### src/rtl/seq_alu_pkg.sv
// Shared opcode map and FSM state encoding for the sequential ALU.
// Latency: n/a (types and constants only).
// Backpressure: n/a.
package seq_alu_pkg;

    // Same 3-bit opcode map as the older combinational 4-bit ALU.
    typedef enum logic [2:0] {
        OP_ADD = 3'b000,
        OP_SUB = 3'b001,
        OP_DIV = 3'b010,
        OP_MUL = 3'b011,
        OP_AND = 3'b100,
        OP_OR  = 3'b101,
        OP_NOT = 3'b110,
        OP_XOR = 3'b111
    } op_e;

    typedef enum logic [1:0] {
        ST_IDLE = 2'd0,
        ST_BUSY = 2'd1,
        ST_DONE = 2'd2
    } state_e;

endpackage

### src/rtl/seq_alu_muldiv.sv
// Iterative unsigned shift-add multiplier / restoring divider, one step per cycle.
// Latency: WIDTH cycles after start; done is high during the cycle of the final step.
// Backpressure: none; the caller must hold off start until done.
//
// Ports: start loads a/b/is_div and begins iterating; done flags the cycle whose
// step is the last one; lo/hi are the values the working register takes at the
// end of the current step (product low/high or quotient/remainder), so a
// consumer latching them on the done edge gets the final answer.
module seq_alu_muldiv #(
    parameter int WIDTH = 8
) (
    input  logic             clk,
    input  logic             rst_n,
    input  logic             start,
    input  logic             is_div,
    input  logic [WIDTH-1:0] a,
    input  logic [WIDTH-1:0] b,
    output logic             done,
    output logic [WIDTH-1:0] lo,
    output logic [WIDTH-1:0] hi
);

    localparam int CW = $clog2(WIDTH + 1);

    logic [CW-1:0]        cnt;
    logic                 div_mode;
    logic [WIDTH-1:0]     opnd;      // multiplicand (MUL) or divisor (DIV)
    logic [2*WIDTH-1:0]   pr;        // {acc, multiplier} or {remainder, quotient}
    logic [2*WIDTH-1:0]   pr_nxt;
    logic [WIDTH:0]       mul_sum;
    logic [WIDTH:0]       div_shift;
    logic                 div_ge;

    always_comb begin
        // MUL: add multiplicand into the high half when the current LSB is set,
        // then shift the whole register right, keeping the carry.
        mul_sum   = {1'b0, pr[2*WIDTH-1:WIDTH]} + (pr[0] ? {1'b0, opnd} : '0);
        // DIV: shift next dividend bit into the partial remainder and try a subtract.
        div_shift = {pr[2*WIDTH-1:WIDTH], pr[WIDTH-1]};
        div_ge    = (div_shift >= {1'b0, opnd});
        if (div_mode) begin
            // The restored difference is always < divisor, so WIDTH bits suffice.
            pr_nxt = {(div_ge ? (div_shift[WIDTH-1:0] - opnd) : div_shift[WIDTH-1:0]),
                      pr[WIDTH-2:0], div_ge};
        end else begin
            pr_nxt = {mul_sum, pr[WIDTH-1:1]};
        end
    end

    always_ff @(posedge clk or negedge rst_n) begin
        if (!rst_n) begin
            cnt      <= '0;
            div_mode <= 1'b0;
            opnd     <= '0;
            pr       <= '0;
        end else if (start) begin
            cnt      <= CW'(WIDTH);
            div_mode <= is_div;
            opnd     <= b;
            pr       <= {{WIDTH{1'b0}}, a};
        end else if (cnt != '0) begin
            cnt <= cnt - CW'(1);
            pr  <= pr_nxt;
        end
    end

    assign done = (cnt == CW'(1));
    assign lo   = pr_nxt[WIDTH-1:0];
    assign hi   = pr_nxt[2*WIDTH-1:WIDTH];

endmodule

### src/rtl/seq_alu.sv
// Handshaked ALU: ADD/SUB/logic in one cycle, MUL/DIV iterate over WIDTH cycles.
// Latency: 1 cycle (single-cycle ops, DIV by zero), WIDTH+1 cycles to out_valid for MUL/DIV.
// Backpressure: result held with flags until out_ready; in_ready low until then.
//
// Ports: in_valid/in_ready accept opcode, operand_a, operand_b; out_valid/out_ready
// present result, remainder and flag_zero/carry/ovf/dz. clk rising edge, rst_n async low.
module seq_alu
    import seq_alu_pkg::*;
#(
    parameter int WIDTH = 8
) (
    input  logic             clk,
    input  logic             rst_n,
    input  logic             in_valid,
    output logic             in_ready,
    input  logic [2:0]       opcode,
    input  logic [WIDTH-1:0] operand_a,
    input  logic [WIDTH-1:0] operand_b,
    output logic             out_valid,
    input  logic             out_ready,
    output logic [WIDTH-1:0] result,
    output logic [WIDTH-1:0] remainder,
    output logic             flag_zero,
    output logic             flag_carry,
    output logic             flag_ovf,
    output logic             flag_dz
);

    localparam int MSB = WIDTH - 1;

    state_e           state;
    logic             op_div;
    logic             accept;
    logic             multi;
    logic             md_done;
    logic [WIDTH-1:0] md_lo;
    logic [WIDTH-1:0] md_hi;

    logic [WIDTH:0]   add_full;
    logic [WIDTH:0]   sub_full;
    logic [WIDTH-1:0] sc_result;
    logic [WIDTH-1:0] sc_rem;
    logic             sc_carry;
    logic             sc_ovf;
    logic             sc_dz;

    assign accept = in_valid && in_ready;
    // DIV by zero short-circuits to the single-cycle path.
    assign multi  = (opcode == OP_MUL) || ((opcode == OP_DIV) && (operand_b != '0));

    seq_alu_muldiv #(.WIDTH(WIDTH)) u_muldiv (
        .clk    (clk),
        .rst_n  (rst_n),
        .start  (accept && multi),
        .is_div (opcode == OP_DIV),
        .a      (operand_a),
        .b      (operand_b),
        .done   (md_done),
        .lo     (md_lo),
        .hi     (md_hi)
    );

    always_comb begin
        add_full  = {1'b0, operand_a} + {1'b0, operand_b};
        sub_full  = {1'b0, operand_a} - {1'b0, operand_b};
        sc_result = '0;
        sc_rem    = '0;
        sc_carry  = 1'b0;
        sc_ovf    = 1'b0;
        sc_dz     = 1'b0;
        case (opcode)
            OP_ADD: begin
                sc_result = add_full[MSB:0];
                sc_carry  = add_full[WIDTH];
                sc_ovf    = (operand_a[MSB] == operand_b[MSB]) && (add_full[MSB] != operand_a[MSB]);
            end
            OP_SUB: begin
                sc_result = sub_full[MSB:0];
                sc_carry  = sub_full[WIDTH];   // borrow: a < b unsigned
                sc_ovf    = (operand_a[MSB] != operand_b[MSB]) && (sub_full[MSB] != operand_a[MSB]);
            end
            OP_DIV: begin
                // Only reaches the register path when operand_b is zero.
                sc_result = '1;
                sc_rem    = operand_a;
                sc_dz     = 1'b1;
            end
            OP_MUL: ;
            OP_AND: sc_result = operand_a & operand_b;
            OP_OR:  sc_result = operand_a | operand_b;
            OP_NOT: sc_result = ~operand_a;
            OP_XOR: sc_result = operand_a ^ operand_b;
        endcase
    end

    always_ff @(posedge clk or negedge rst_n) begin
        if (!rst_n) begin
            state      <= ST_IDLE;
            op_div     <= 1'b0;
            in_ready   <= 1'b1;
            out_valid  <= 1'b0;
            result     <= '0;
            remainder  <= '0;
            flag_zero  <= 1'b0;
            flag_carry <= 1'b0;
            flag_ovf   <= 1'b0;
            flag_dz    <= 1'b0;
        end else begin
            case (state)
                ST_IDLE: begin
                    if (accept) begin
                        op_div   <= (opcode == OP_DIV);
                        in_ready <= 1'b0;
                        if (multi) begin
                            state <= ST_BUSY;
                        end else begin
                            state      <= ST_DONE;
                            out_valid  <= 1'b1;
                            result     <= sc_result;
                            remainder  <= sc_rem;
                            flag_zero  <= (sc_result == '0);
                            flag_carry <= sc_carry;
                            flag_ovf   <= sc_ovf;
                            flag_dz    <= sc_dz;
                        end
                    end
                end
                ST_BUSY: begin
                    if (md_done) begin
                        state      <= ST_DONE;
                        out_valid  <= 1'b1;
                        result     <= md_lo;
                        remainder  <= op_div ? md_hi : '0;
                        flag_zero  <= (md_lo == '0);
                        flag_carry <= 1'b0;
                        flag_ovf   <= !op_div && (md_hi != '0);
                        flag_dz    <= 1'b0;
                    end
                end
                ST_DONE: begin
                    if (out_ready) begin
                        state     <= ST_IDLE;
                        out_valid <= 1'b0;
                        in_ready  <= 1'b1;
                    end
                end
                default: begin
                    state     <= ST_IDLE;
                    out_valid <= 1'b0;
                    in_ready  <= 1'b1;
                end
            endcase
        end
    end

endmodule
### config.mk
export PLATFORM = sky130hd
export DESIGN_NAME = seq_alu
export DESIGN_NICKNAME = d
export VERILOG_FILES = /design/src/rtl/seq_alu_pkg.sv /design/src/rtl/seq_alu_muldiv.sv /design/src/rtl/seq_alu.sv
export SDC_FILE = /design/constraint.sdc
export NUM_CORES = 1
export LEC_CHECK = 0
export BUFFER_PORTS_ARGS = -buffer_cell sky130_fd_sc_hd__buf_2
export CAP_MARGIN = 5
export CELL_PAD_IN_SITES_DETAIL_PLACEMENT = 2
export CELL_PAD_IN_SITES_GLOBAL_PLACEMENT = 2
export CORE_ASPECT_RATIO = 0.75
export CORE_MARGIN = 1.5
export CORE_UTILIZATION = 33
export DETAILED_ROUTE_END_ITERATION = 8
export HOLD_SLACK_MARGIN = 0.12
export MAX_ROUTING_LAYER = met4
export PLACE_DENSITY_LB_ADDON = 0.1
export SLEW_MARGIN = 20
export SYNTH_ARGS = -nofsm -noshare
export SYNTH_HDL_FRONTEND = slang
export SYNTH_SLANG_ARGS = --single-unit
export TNS_END_PERCENT = 1
### constraint.sdc
create_clock -name clk -period 2.45 [get_ports clk]
set_input_delay 0.1225 -clock clk [delete_from_list [all_inputs] [get_ports clk]]
set_output_delay 0.1225 -clock clk [all_outputs]
set_load 0.02 [all_outputs]
## After elaboration in Yosys (flattened, before gate mapping)

Index checks and enable logic that the tools add are counted.
Widths: inputs -> output; s select.

- $add $sub $neg: 5
- Magnitude comparators: 1
- Eq/ne operators: 18
- Mux-type cells: 49
- Bitwise operators: 5
- Reduce and logical (&&, ||, !) cells: 22

Operators by type and width:

| operator | number |
|---|---|
| $mux 8 | 10 |
| $pmux 8 s7 | 1 |
| $mux 16 | 3 |
| $pmux 8 s2 | 2 |
| $mux 1 | 18 |
| $logic_not 8->1 | 2 |
| $reduce_bool 8->1 | 2 |
| $eq 3x3->1 const B | 4 |
| $pmux 1 s2 | 6 |
| $add 8x8->9 | 1 |
| $add 8x9->9 | 1 |
| $ge 9x8->1 | 1 |
| $sub 8x8->9 | 1 |
| $and 8x8->8 | 1 |
| $mux 2 | 4 |
| $mux 4 | 2 |
| $ne 2x2->1 const B | 4 |
| $not 8->8 | 1 |
| $or 8x8->8 | 1 |
| $reduce_and 4->1 | 2 |
| $sub 8x8->8 | 1 |
| $xor 8x8->8 | 1 |
| $eq 3x2->1 const B | 2 |
| $logic_and 1x1->1 | 6 |
| 18 further kinds | 23 |

- Register bits: 54
- Input bits: 23
- Output and inout bits: 22
- Logic and storage cells: 114

## Depth between registers and ports, before layout

- Depth after elaboration: 7
- Gate-level depth with buffers: 12
- Mapped depth without buffers: 12

## Modules after synthesis

A second synthesis with hierarchy kept.

- Cells, all modules: 585
- Area total of the unflattened synthesis: 4906.0 um2

Modules (own cells, without submodules):

| module | times used | cells an instance | area an instance (um2) | seq. area each (um2) |
|---|---|---|---|---|
| seq_alu | 1 | 320 | 2532.4 | 626.9 |
| seq_alu_muldiv | 1 | 265 | 2373.5 | 725.7 |

## Worst setup path before layout

OpenSTA, ideal clock, no wires.

- Kind: register to register
- From: register u_muldiv.pr[0]
- To: register flag_ovf
- Setup time: 0.125 ns
- Data arrival time: 2.310 ns
- Required time: 2.325 ns
- Setup slack: 0.015 ns
- Stages on the path, launching flop included: 13
- Buffers on the path: 0
- Clock period less this slack: 2.435 ns
- Cells stage by stage: dfrtp_1 > and2_1 > ha_1 > inv_1 > fa_1 > nor2b_1 > o31a_1 > o21ai_1 > or3b_1 > a21oi_1 > o21ai_0 > nor4_2 > nor2_1

- Cells in the longest elaborated chain, start to end: 7

Ends and longest elaborated chain:

| element | line | RTL |
|---|---|---|
| from (decl) | seq_alu_muldiv.sv:28 | `logic [2*WIDTH-1:0] pr;` |
| from (signal assigned) | seq_alu_muldiv.sv:60 | `pr <= {{WIDTH{1'b0}}, a};` |
| from (signal assigned) | seq_alu_muldiv.sv:63 | `pr <= pr_nxt;` |
| $mux 8 | seq_alu_muldiv.sv:37 | `mul_sum = {1'b0, pr[2*WIDTH-1:WIDTH]} + (pr[0] ? {1'b0, opnd} : '0);` |
| $add 8x9->9 | seq_alu_muldiv.sv:37 |  |
| $mux 16 | seq_alu_muldiv.sv:41 | `if (div_mode) begin` |
| $reduce_bool 8->1 | seq_alu.sv:136 | `flag_ovf <= !op_div && (md_hi != '0);` |
| $logic_and 1x1->1 | seq_alu.sv:136 |  |
| $mux 1 | seq_alu.sv:129 | `if (md_done) begin` |
| $pmux 1 s2 | seq_alu.sv:109 | `case (state)` |
| to (signal assigned) | seq_alu.sv:123 | `flag_ovf <= sc_ovf;` |
| to (signal assigned) | seq_alu.sv:136 |  |
| to (decl) | seq_alu.sv:25 | `output logic flag_ovf,` |

No other way between the ends. The select of a mux whose other input is x is not followed.
A chain may end at the register's enable or synchronous reset.

## Worst setup path in the final report

- From: register u_muldiv.pr[9]
- To: register u_muldiv.pr[11]

- Cells in the longest elaborated chain, start to end: 5
- Elaborated cells on any way between the ends: 7
- Classes of those cells: 2 x add/sub; 1 x order compare; 4 x mux

Ends and longest elaborated chain:

| element | line | RTL |
|---|---|---|
| $sub 8x8->8 or $ge 9x8->1 (tied branches) | seq_alu_muldiv.sv:43, seq_alu_muldiv.sv:40 |  |
| $mux 8 | seq_alu_muldiv.sv:43 | `pr_nxt = {(div_ge ? (div_shift[WIDTH-1:0] - opnd) : div_shift[WIDTH-1:0]),` |
| $mux 16 (*) | seq_alu_muldiv.sv:41 |  |
| $mux 16 (*) | seq_alu_muldiv.sv:61 | `end else if (cnt != '0) begin` |
| $mux 16 (*) | seq_alu_muldiv.sv:56 | `end else if (start) begin` |

Mark *: on every way between the ends. The rest lies on a longest branch, timed or not. The select of a mux whose other input is x is not followed.

==> impl_table.tex <==
\begin{tabular}{lr}
\hline
Metric & Value \\
\hline
\multicolumn{2}{l}{\textbf{Power and ir drop}} \\
\quad Total power & between 10 and 15 mW \\
\quad Leakage power of the design & slightly below 3 nW \\
\quad Max IR drop VDD & around 0.68 mV \\
\quad Pwr/cell area & 1570 mW/mm2 \\
\multicolumn{2}{l}{\textbf{Yosys}} \\
\quad Synthesized-area fraction occupied by xor and xnor cells & under 10\% \\
\quad Simple-gate share of the synthesized area & 18.8\% \\
\quad Dominant combinational cell family by area after synthesis & compound AO/OA/AOI/OAI gates \\
\quad Post-synthesis instance area & 0.00477 mm2 \\
\quad Cell accounting for the most synthesized area & dfrtp\_1 \\
\quad Post-synthesis cell type count & 78 \\
\quad Async set-or-reset flop fraction in the synthesized netlist & 100\% \\
\quad Fraction of the mapped netlist area in adder cells & 12.7\% \\
\quad Number of instances in the synthesized netlist & between 500 and 600 \\
\quad Share of cell area taken by muxes after synthesis & 3.94\% \\
\quad Number of synthesis warnings & 0 \\
\quad Dominant cells by area after synthesis & dfrtp\_1, ha\_1, o21ai\_0, nand2\_1, a21oi\_1 \\
\quad Dominant synthesized flop cell & dfrtp\_1 \\
\quad Post-synthesis compound-gate area fraction & 26.9\% \\
\quad Per-instance average area after synthesis & 8.12 um2 \\
\quad Most frequent cells after synthesis & nand2\_1, nor2\_1, dfrtp\_1, o21ai\_0 \\
\quad Post-Syn Nets & 656 \\
\quad Post-synth EDFFs & 0 \\
\quad Share of synthesized area occupied by flip-flops and latches & 28.4\% \\
\quad Most repeated cell in the gate-level netlist after synthesis & nand2\_1 \\
\quad Register bit total from synthesis & 54 \\
\quad Area share of the largest cell type after synthesis & 27.8\% \\
\multicolumn{2}{l}{\textbf{Critical path}} \\
\quad Critical register-to-register path startpoint & u\_muldiv.pr[9] \\
\quad Largest fanout on the critical path & 3 \\
\quad Reg2reg setup slack & -160 ps \\
\quad Category of the critical setup timing path & reg -> reg \\
\quad Critical path's largest stage delay & 440 ps \\
\quad Worst reg2reg endpoint & u\_muldiv.pr[11] \\
\quad Arrival time at the worst endpoint & 2800 ps \\
\quad Required time at the endpoint of the critical path & 2640 ps \\
\quad Element type at the critical path start & flop \\
\quad Cell-by-cell listing of the critical path & buf\_4 -> inv\_1 -> fa\_2 -> nor2b\_2 -> buf\_4 -> o21ai\_0 -> a211oi\_1 -> a311oi\_2 -> buf\_4 -> buf\_4 -> a211oi\_1 \\
\quad Slowest stage cell on the critical path & dfrtp\_1 \\
\quad Critical path's most frequent cell & buf\_4 \\
\quad Depth of the worst register-to-register path & 11 \\
\quad Worst Path Buf+Inv & 5 \\
\quad Top delay family on crit path & compound AO/OA/AOI/OAI gates \\
\quad Worst setup EP type & flop \\
\multicolumn{2}{l}{\textbf{Timing}} \\
\quad Post-layout minimum cycle time & between 2000 and 3000 ps \\
\quad RSZ-0062 raised after global routing & true \\
\quad Worst hold slack & 153 ps \\
\quad Share of the clock period used by the worst path after layout & 107\% \\
\quad Final Max Tran Viols & 0 \\
\quad Peak clock frequency supported by timing & 383 MHz \\
\quad Final setup skew & approximately 11 ps \\
\quad Setup violation total in the final timing report & 13 \\
\quad Setup WS post-layout & -162 ps \\
\quad Final hold violation count & 0 \\
\quad Slew headroom & 38.7\% \\
\quad Slew at the pin with the worst max-slew slack & roughly 900 ps \\
\multicolumn{2}{l}{\textbf{Route}} \\
\quad Final routed wire length divided by cell count & 23.2 um \\
\quad Violation count after the first detailed-route iteration & 315 \\
\quad Total Wirelength & 20700 um \\
\quad DRC violations left & 0 \\
\quad Total via count in the routed design & approximately 5000 \\
\quad Count of antenna-violating nets left after detailed routing & 0 \\
\quad Via/cell ratio & 5.63 \\
\quad First-pass DRT Iterations & 7 \\
\multicolumn{2}{l}{\textbf{Clocking}} \\
\quad Number of clock sinks & 54 \\
\quad \# H-tree levels & 2 \\
\quad Clock latency of the later-clocked register in the worst-skew pair & 300 ps \\
\quad Clock-pin slew of the registers on the worst-case setup and hold paths & 70 ps \\
\quad Max Buffers Root-to-Sink & 2 \\
\quad Clock buffer count from CTS & 5 \\
\quad TritonCTS clock tree & yes \\
\quad Clock root cell & clkbuf\_16 \\
\multicolumn{2}{l}{\textbf{GRT}} \\
\quad Initial antenna violation count & 0 \\
\quad GRT Util Overall & $\sim$27\% \\
\quad Pin count of the biggest net entering global routing & 42 \\
\quad GRT Residual Overflow & 0 \\
\quad Global-route wire length before repair & slightly above 30000 um \\
\quad Number of global-route vias before repair & roughly 5500 \\
\multicolumn{2}{l}{\textbf{Min path}} \\
\quad Hold path depth & 3 \\
\quad Hold endpoint & u\_muldiv.pr[6] \\
\quad Hold Startpoint & operand\_a[6] \\
\quad Classification of the worst-slack hold path & in -> reg \\
\multicolumn{2}{l}{\textbf{Layout}} \\
\quad Number of fill cells & approximately 1600 \\
\quad Fin util & 46.0\% \\
\quad Final \#Nets & 787 \\
\quad Area used by multi-input combinational logic & roughly 0.0034 mm2 \\
\quad Non-Filler Instances & $\sim$890 \\
\quad Final Instance Area & 0.00639 mm2 \\
\quad Seq. cell area & 0.00136 mm2 \\
\quad Area added between synthesis and finish & 34.0\% \\
\quad Antenna cells & 0 \\
\quad Proportion of layout cells with a drive suffix above 1 & about a third \\
\multicolumn{2}{l}{\textbf{Status}} \\
\quad Violated checks & negative setup slack \\
\quad Status & finished, violations left \\
\multicolumn{2}{l}{\textbf{Floorplan}} \\
\quad Horiz. Die Dim & approximately 140 um \\
\quad Core region area & 0.0139 mm2 \\
\quad Die area & $\sim$0.015 mm2 \\
\quad Number of ports placed on the die boundary & 45 \\
\quad Number of core rows & 37 \\
\quad Initial core utilization & 34.3\% \\
\quad Chip height & around 110 um \\
\multicolumn{2}{l}{\textbf{Job}} \\
\quad MaxCap Viol Count & 0 \\
\multicolumn{2}{l}{\textbf{Placed design}} \\
\quad Weighted congestion at the end of routability-driven global placement & 0.891 \\
\quad Placed Instance Area & 0.00580 mm2 \\
\quad Final HPWL DP & 15400 um \\
\quad Port buffer count & 44 \\
\quad Number of placed cells counting well taps & roughly 870 \\
\hline
\end{tabular}
## report_power, final
part / switching, mW / total (mW) / internal, mW / leakage [nW]
clock: 0.358 / 0.739 / 0.381 / 0.0631
sequential: 0.391 / 1.73 / 1.34 / 0.646
combinational: 4.19 / 7.53 / 3.34 / 2.23
## worst reg2reg max path, stage by stage (launching register included)
cell      delay [ps]
dfrtp_1          440
buf_4            170
inv_1             80
fa_2             410
nor2b_2          150
buf_4            140
o21ai_0          110
a211oi_1         290
a311oi_2         110
buf_4            180
buf_4            140
a211oi_1         290
## layout by cell type (no fill, tap or decap), types with 3 or more instances in the layout
master / synthesis / routed
a211oi_1: 14 / 8
a211oi_2: 0 / 6
a21o_1: 6 / 6
a21oi_1: 46 / 39
a21oi_2: 2 / 6
a21oi_4: 1 / 4
a311oi_1: 3 / 3
and2_1: 8 / 5
and2_4: 0 / 3
and3_1: 3 / 3
buf_12: 0 / 3
buf_2: 9 / 44
buf_4: 1 / 100
clkbuf_16: 0 / 5
dfrtp_1: 53 / 51
dlygate4sd3_1: 0 / 3
ha_1: 42 / 33
ha_4: 0 / 8
inv_1: 46 / 41
inv_2: 0 / 5
mux2_2: 6 / 6
mux2i_1: 12 / 12
nand2_1: 65 / 62
nand2_2: 0 / 3
nand3_1: 15 / 13
nand3_2: 2 / 4
nor2_1: 58 / 57
nor3_1: 13 / 13
nor3b_1: 4 / 4
o21a_1: 7 / 7
o21ai_0: 52 / 50
o21ai_1: 4 / 3
o21ai_2: 1 / 4
o21bai_1: 5 / 5
o22ai_1: 10 / 8
xnor2_1: 10 / 10
xor2_1: 4 / 4
## cell families (layout without fill, tap and decap cells)
group / after synthesis / count (layout)
AND/OR/NAND/NOR: 190 / 190
AO/OA/AOI/OAI: 191 / 191
adder cells (fa/ha/maj): 46 / 46
multiplexers: 18 / 18
XOR/XNOR: 14 / 14
flip-flops: 54 / 54
buffers and inverters: 74 / 206
## state kept, by name (all words and copies together) (netlist names)
| register | cells |
|---|---|
| flag_dz | 1 |
| flag_ovf | 1 |
| flag_carry | 1 |
| in_ready | 1 |
| out_valid | 1 |
| op_div | 1 |
| u_muldiv.opnd | 8 |
| flag_zero | 1 |
| u_muldiv.div_mode | 1 |
| remainder | 8 |
| u_muldiv.cnt | 4 |
| result | 8 |
| u_muldiv.pr | 16 |
| state | 2 |
## cell type report
| type | instances | area share, % |
|---|---|---|
| flip-flops and latches | 54 | 21.2 |
| multi-input cells | 459 | 53.6 |
| repair buffers | 151 | 16.8 |
| well taps | 175 | 3.43 |
| clock buffers | 6 | 2.02 |
| clock inverters | 2 | 0.235 |
| inverters | 47 | 2.76 |
## routing by layer
layer / GRT usage [%] / wire length (um)
met1: 38.8 / 10300
met2: 43.3 / 9450
met3: 3.22 / 817
met4: 2.80 / 175
met5: - / 0
## what timing repair did
action | CTS | global route
hold buffers | 3 | 0
endpoints found under the hold margin | 15 | 0
resized for setup | 34 | 39
buffers inserted | 4 | 7
setup endpoints to repair | 15 | 21
pin swaps | 14 | 21
## stage by stage
| stage | setup TNS, ps | worst slack (ps) |
|---|---|---|
| 2_1_floorplan | 0 | 15.4 |
| 3_3_place_gp | -932 | -171 |
| 3_5_place_dp | -2080 | -301 |
| 4_1_cts | -737 | -186 |
| 5_1_grt | -2290 | -273 |
| 6_report | -853 | -162 |
## how the worst max path moves through the flow
| stage | from | endpoint | slack (ps) | depth (start not counted) |
|---|---|---|---|---|
| 6_report | u_muldiv.pr[9] | u_muldiv.pr[11] | -160 | 11 |
| 3_5_place_dp | operand_a[0] | result[6] | -300 | 12 |
| 5_1_grt | u_muldiv.pr[0] | flag_ovf | -270 | 11 |
| 2_1_floorplan | u_muldiv.pr[0] | flag_ovf | 20 | 12 |
| 3_3_place_gp | u_muldiv.pr[7] | flag_ovf | -170 | 12 |
| 4_1_cts | u_muldiv.pr[0] | flag_ovf | -190 | 12 |
Note: power is estimated with default switching activity, not from simulation.
